===== config.mk =====
export PLATFORM = sky130hd
export DESIGN_NAME = mem_port_arbiter
export DESIGN_NICKNAME = d
export VERILOG_FILES = /design/src/rtl/mem_port_arbiter.sv
export SDC_FILE = /design/constraint.sdc
export NUM_CORES = 1
export LEC_CHECK = 0
export CORE_MARGIN = 2
export CORE_UTILIZATION = 34
export CTS_BUF_LIST = sky130_fd_sc_hd__clkbuf_16
export CTS_CLUSTER_SIZE = 8
export DETAILED_ROUTE_END_ITERATION = 8
export PLACE_DENSITY = 0.8
export SLEW_MARGIN = 10
export SYNTH_ARGS = -nofsm -noshare
export SYNTH_HDL_FRONTEND = slang
export SYNTH_SLANG_ARGS = --single-unit

===== constraint.sdc =====
create_clock -name clk -period 2.2 [get_ports clk]
set_input_delay 0.33 -clock clk [delete_from_list [all_inputs] [get_ports clk]]
set_output_delay 0.33 -clock clk [all_outputs]
set_load 0.005 [all_outputs]

===== src/rtl/mem_port_arbiter.sv =====
// Arbitrates an instruction-fetch port and a load/store port onto one shared
// request/grant/response memory port, with one transaction outstanding at a time.
//
// state   | meaning
// IDLE    | sample both requesters and register the winner onto m_*
// ISSUE_I | fetch presented on m_*, waiting for m_gnt
// ISSUE_D | data access presented on m_*, waiting for m_gnt
// WAIT_I  | fetch accepted, waiting for m_rvalid (kill drops the strobe)
// WAIT_D  | data access accepted, waiting for m_rvalid
module mem_port_arbiter #(
   parameter int unsigned STARVE_LIMIT = 4
) (
   input  logic        clk,
   input  logic        rst_n,
   input  logic        i_req,
   input  logic [31:0] i_addr,
   input  logic        i_flush,
   output logic        i_rvalid,
   output logic [31:0] i_rdata,
   input  logic        d_req,
   input  logic        d_we,
   input  logic [31:0] d_addr,
   input  logic [31:0] d_wdata,
   input  logic [3:0]  d_wstrb,
   output logic        d_done,
   output logic [31:0] d_rdata,
   output logic        m_req,
   output logic        m_we,
   output logic [31:0] m_addr,
   output logic [31:0] m_wdata,
   output logic [3:0]  m_wstrb,
   input  logic        m_gnt,
   input  logic        m_rvalid,
   input  logic [31:0] m_rdata,
   output logic        busy
);

   localparam int unsigned CW = (STARVE_LIMIT < 1) ? 1 : $clog2(STARVE_LIMIT + 1);
   localparam logic [CW-1:0] LIMIT = CW'(STARVE_LIMIT);

   typedef enum logic [2:0] {
      IDLE    = 3'd0,
      ISSUE_I = 3'd1,
      ISSUE_D = 3'd2,
      WAIT_I  = 3'd3,
      WAIT_D  = 3'd4
   } state_t;

   state_t        state_q, state_d;
   logic          m_req_q, m_req_d;
   logic          m_we_q, m_we_d;
   logic [31:0]   m_addr_q, m_addr_d;
   logic [31:0]   m_wdata_q, m_wdata_d;
   logic [3:0]    m_wstrb_q, m_wstrb_d;
   logic [CW-1:0] starve_q, starve_d;
   logic          kill_q, kill_d;

   logic          i_vld;
   logic          pick_i;
   logic          pick_d;

   // A fetch raised in the same cycle as a redirect is stale and does not compete.
   assign i_vld  = i_req && !i_flush;
   assign pick_i = i_vld && (!d_req || (starve_q == LIMIT));
   assign pick_d = d_req && !pick_i;

   always_comb begin
      state_d   = state_q;
      m_req_d   = m_req_q;
      m_we_d    = m_we_q;
      m_addr_d  = m_addr_q;
      m_wdata_d = m_wdata_q;
      m_wstrb_d = m_wstrb_q;
      starve_d  = starve_q;
      kill_d    = kill_q;

      case (state_q)
         IDLE: begin
            kill_d = 1'b0;
            if (pick_i) begin
               state_d   = ISSUE_I;
               m_req_d   = 1'b1;
               m_we_d    = 1'b0;
               m_addr_d  = i_addr;
               m_wdata_d = '0;
               m_wstrb_d = '0;
               starve_d  = '0;
            end else if (pick_d) begin
               state_d   = ISSUE_D;
               m_req_d   = 1'b1;
               m_we_d    = d_we;
               m_addr_d  = d_addr;
               m_wdata_d = d_wdata;
               m_wstrb_d = d_wstrb;
               if (!i_vld) begin
                  starve_d = '0;
               end else if (starve_q != LIMIT) begin
                  starve_d = starve_q + CW'(1);
               end
            end else if (!i_vld) begin
               starve_d = '0;
            end
         end
         ISSUE_I: begin
            if (i_flush) begin
               kill_d = 1'b1;
            end
            if (m_gnt) begin
               state_d = WAIT_I;
               m_req_d = 1'b0;
            end
         end
         ISSUE_D: begin
            if (m_gnt) begin
               state_d = WAIT_D;
               m_req_d = 1'b0;
            end
         end
         WAIT_I: begin
            if (m_rvalid) begin
               state_d = IDLE;
               kill_d  = 1'b0;
            end else if (i_flush) begin
               kill_d = 1'b1;
            end
         end
         WAIT_D: begin
            if (m_rvalid) begin
               state_d = IDLE;
            end
         end
         default: begin
            state_d = IDLE;
            m_req_d = 1'b0;
            kill_d  = 1'b0;
         end
      endcase
   end

   always_ff @(posedge clk or negedge rst_n) begin
      if (!rst_n) begin
         state_q   <= IDLE;
         m_req_q   <= 1'b0;
         m_we_q    <= 1'b0;
         m_addr_q  <= '0;
         m_wdata_q <= '0;
         m_wstrb_q <= '0;
         starve_q  <= '0;
         kill_q    <= 1'b0;
      end else begin
         state_q   <= state_d;
         m_req_q   <= m_req_d;
         m_we_q    <= m_we_d;
         m_addr_q  <= m_addr_d;
         m_wdata_q <= m_wdata_d;
         m_wstrb_q <= m_wstrb_d;
         starve_q  <= starve_d;
         kill_q    <= kill_d;
      end
   end

   assign m_req   = m_req_q;
   assign m_we    = m_we_q;
   assign m_addr  = m_addr_q;
   assign m_wdata = m_wdata_q;
   assign m_wstrb = m_wstrb_q;
   assign busy    = (state_q != IDLE);

   // Response strobes pass m_rdata straight through in the response cycle only.
   assign d_done   = (state_q == WAIT_D) && m_rvalid;
   assign d_rdata  = d_done ? m_rdata : '0;
   assign i_rvalid = (state_q == WAIT_I) && m_rvalid && !kill_q && !i_flush;
   assign i_rdata  = i_rvalid ? m_rdata : '0;

endmodule

==> impl_metrics.tcl <==
set metrics [dict create \
    power_density_nw_per_um2 1100 \
    post_drt_wl_per_cell_um 15.9 \
    p_sw_mw 2.59 \
    synthTopCellsByCount "dfrtp_1 (77), a21oi_1 (69), and2_1 (64), a22o_1 (37)" \
    worst_ep_arrival_time_ns 1.79 \
    rows 38 \
    fmax_mhz 473 \
    path_cells "buf_4 > nor3_4 > inv_2 > clkdlybuf4s50_1" \
    worstPathMaxFanout 6 \
    netlist_area_um2 3720 \
    timing.hold.ws_ns 0.477 \
    gp_congestion 0.844 \
    cp_num_buf_inv 3 \
    cp.required_ns 1.87 \
    core_area_um2 10700 \
    area_growth_pct 88.1 \
    slowest_delay_ns 0.47 \
    postLayoutCellArea_um2 6990 \
    cts_sinks 77 \
    setup_violations 0 \
    grt_pass1_wl_mm 19.8 \
    critPathKind "register to output pin" \
    start_kind "register" \
    ir_worst_vdd_mv 0.569 \
    pre_cts_ws_ns -0.146 \
    htree_num_levels 3 \
    port_buffers 276 \
    ys_top_cells_by_area "dfrtp_1 (52%), and2_1 (11%), a21oi_1 (9.3%), a22o_1 (8.7%), nand2_1 (3.6%)" \
    clock_power_share 0.171 \
    slew_headroom 0.689 \
    dieArea_um2 11800 \
    hp-class "register to register" \
    ys.flop_type "dfrtp_1" \
    dieWidth_um 109 \
    p_sw_frac 0.335 \
    syn_inst 382 \
    worst_path_dominant_cell_family "buffers and inverters" \
    insertion_delay_ns 0.33 \
    initial_core_util 0.346 \
    timing.critical_path.to "busy" \
    reg2reg_depth 7 \
    yosysTopAreaCell "dfrtp_1" \
    leakage_nw 3.30 \
    io_pins 277 \
    dp_hpwl_mm 9.97 \
    netlist.area_leader.share 0.518 \
    fin_nets 808 \
    grt_max_degree 44 \
    syn_nets 524 \
    cts_max_path_buffers 2 \
    cp.depth 4 \
    yosysWarnings 0 \
    combPwrFrac 0.506 \
    drive_above_1_share 0.0745 \
    firstDrtPassIters 4 \
    fin_skew_ns 0.00762 \
    slew_viol_final 0 \
    track_usage 0.216 \
    worst_path_max_delay_cell "clkdlybuf4s50_1" \
    drt_first_iter_violations 135 \
    reg2reg_to "m_addr[19]" \
    r2r-start "starve_q[0]" \
    ys_seq_elements 77 \
    grt_pass1_vias 3943 \
    period_needed_ns 2.12 \
    setup_ws_ns 0.0840 \
    status "finished, final reports clean" \
    syn_area_per_cell_um2 9.73 \
    yosysUniqueCellTypes 30 \
    detail-route-antenna-nets 0 \
    end_kind "output pin" \
    final_cell_count_no_fill 811 \
    power.internal_mw 5.13 \
    drcViolationCount 0 \
    vias 3962 \
    max_cap_violations 0 \
    die_h_um 109 \
    via_per_inst 4.89 \
    timing.final.hold_violations 0 \
    diodes 0 \
    worst_slew_pin_slew_ns 0.467 \
    cts_tree "yes" \
    antenna_found_initial 0 \
    synth-edff-count 0 \
    multi_input_area_um2 1630 \
    cts_buffers 9 \
    power.share.sequential 0.323 \
    ff_latch_area_um2 1930 \
    place_inst 788 \
    rsz0062_at_grt "no" \
    fin_crit_sh 0.962 \
    cts.clk_slew.worst_paths_ns 0.06 \
    rrSetupSlack_ns 0.47 \
    async_flop_share 1.00 \
    finalPower_mw 7.72 \
    overflow 0 \
    drt-total-wl_mm 12.9 \
    fill_cells 916 \
    synth_most_common_cell "dfrtp_1" \
    setup.worst_path.start "state_q[0]" \
    ys_seq_area_frac 0.518 \
    cts_root_buffer "clkbuf_16" \
    placed_cell_area_um2 6710 \
]
==> placed cells by master (no fill, tap or decap), types with 3 or more instances in the layout <==
| cell type | n |
|---|---|
| nor2_1 | 35 |
| buf_12 | 6 |
| inv_1 | 6 |
| clkdlybuf4s50_1 | 208 |
| o21ai_0 | 5 |
| buf_4 | 16 |
| dlygate4sd2_1 | 67 |
| dfrtp_1 | 75 |
| clkbuf_16 | 9 |
| clkinv_1 | 3 |
| a22o_1 | 37 |
| nand4_1 | 3 |
| nand2_1 | 36 |
| and2_1 | 64 |
| a21oi_1 | 69 |
==> metal layers <==
layer  global-route usage  up-vias  wire (um)
li1                     -     1881          -
met1                0.234     1895       4680
met2                0.397      171       6990
met3               0.0561       15       1020
met4               0.0870        0        240
met5                    0        -          0
==> logic make-up (layout without fill, tap and decap cells) <==
group,Yosys count,after routing,synth area share
AND/OR/NAND/NOR,147,147,0.208
AO/OA/AOI/OAI,120,120,0.211
flip-flops,77,77,0.518
buffers and inverters,34,323,0.0498
adder cells (fa/ha/maj),2,2,0.00673
multiplexers,2,2,0.00539
==> what timing repair did <==
item,in CTS,in global routing
hold buffers,1,0
resized for setup,74,0
endpoints found under the hold margin,34,0
endpoints found under the setup margin,66,1
pin swaps,0,1
cloned,1,0
buffers inserted,4,1
==> power by group through the flow <==
| stage | Sequential (mW) | Combinational [mW] | Clock, mW |
|---|---|---|---|
| 3_3_place_gp | 2.48 | 3.78 | 0 |
| 3_5_place_dp | 2.52 | 3.87 | 0 |
| 5_1_grt | 2.57 | 4.25 | 1.41 |
| 2_1_floorplan | 2.52 | 1.67 | 0 |
| 4_1_cts | 2.49 | 3.93 | 1.35 |
| 6_report | 2.49 | 3.91 | 1.32 |
==> worst register-to-register path, cell delays in order (launching register included) <==
cell	delay (ns)
dfrtp_1	0.40
inv_1	0.07
ha_1	0.16
nand2_1	0.14
a21oi_4	0.28
buf_4	0.31
a21oi_1	0.11
a21oi_1	0.18
==> registers in the layout, indices dropped and copies added, names as in the netlist <==
name      count
m_we          1
m_wdata      32
starve_q      3
m_req         1
state_q       3
m_addr       32
kill_q        1
m_wstrb       4
==> cell type report <==
cell class	instances	area share
Timing Repair Buffer	300	0.424
Sequential cell	77	0.276
Multi-Input combinational cell	271	0.233
Clock buffer	9	0.0322
Tap cell	140	0.0251
Clock inverter	7	0.00591
Inverter	7	0.00376
==> through the flow <==
step	setup TNS (ns)	utilization
4_1_cts	0	0.650
3_5_place_dp	-6.80	0.624
5_1_grt	0	0.651
2_1_floorplan	0	-
3_3_place_gp	-5.11	0.624
6_report	0	0.651
==> worst min-delay path by stage <==
| stage | start | end | depth (start not counted) |
|---|---|---|---|
| 5_1_grt | starve_q[2] | starve_q[2] | 1 |
| 6_report | starve_q[2] | starve_q[2] | 1 |
| 3_3_place_gp | rst_n | m_wdata[6] | 1 |
| 4_1_cts | starve_q[2] | starve_q[2] | 1 |
| 3_5_place_dp | rst_n | m_wdata[6] | 1 |
| 2_1_floorplan | rst_n | kill_q | 0 |
(Power assumes the default switching activity.)
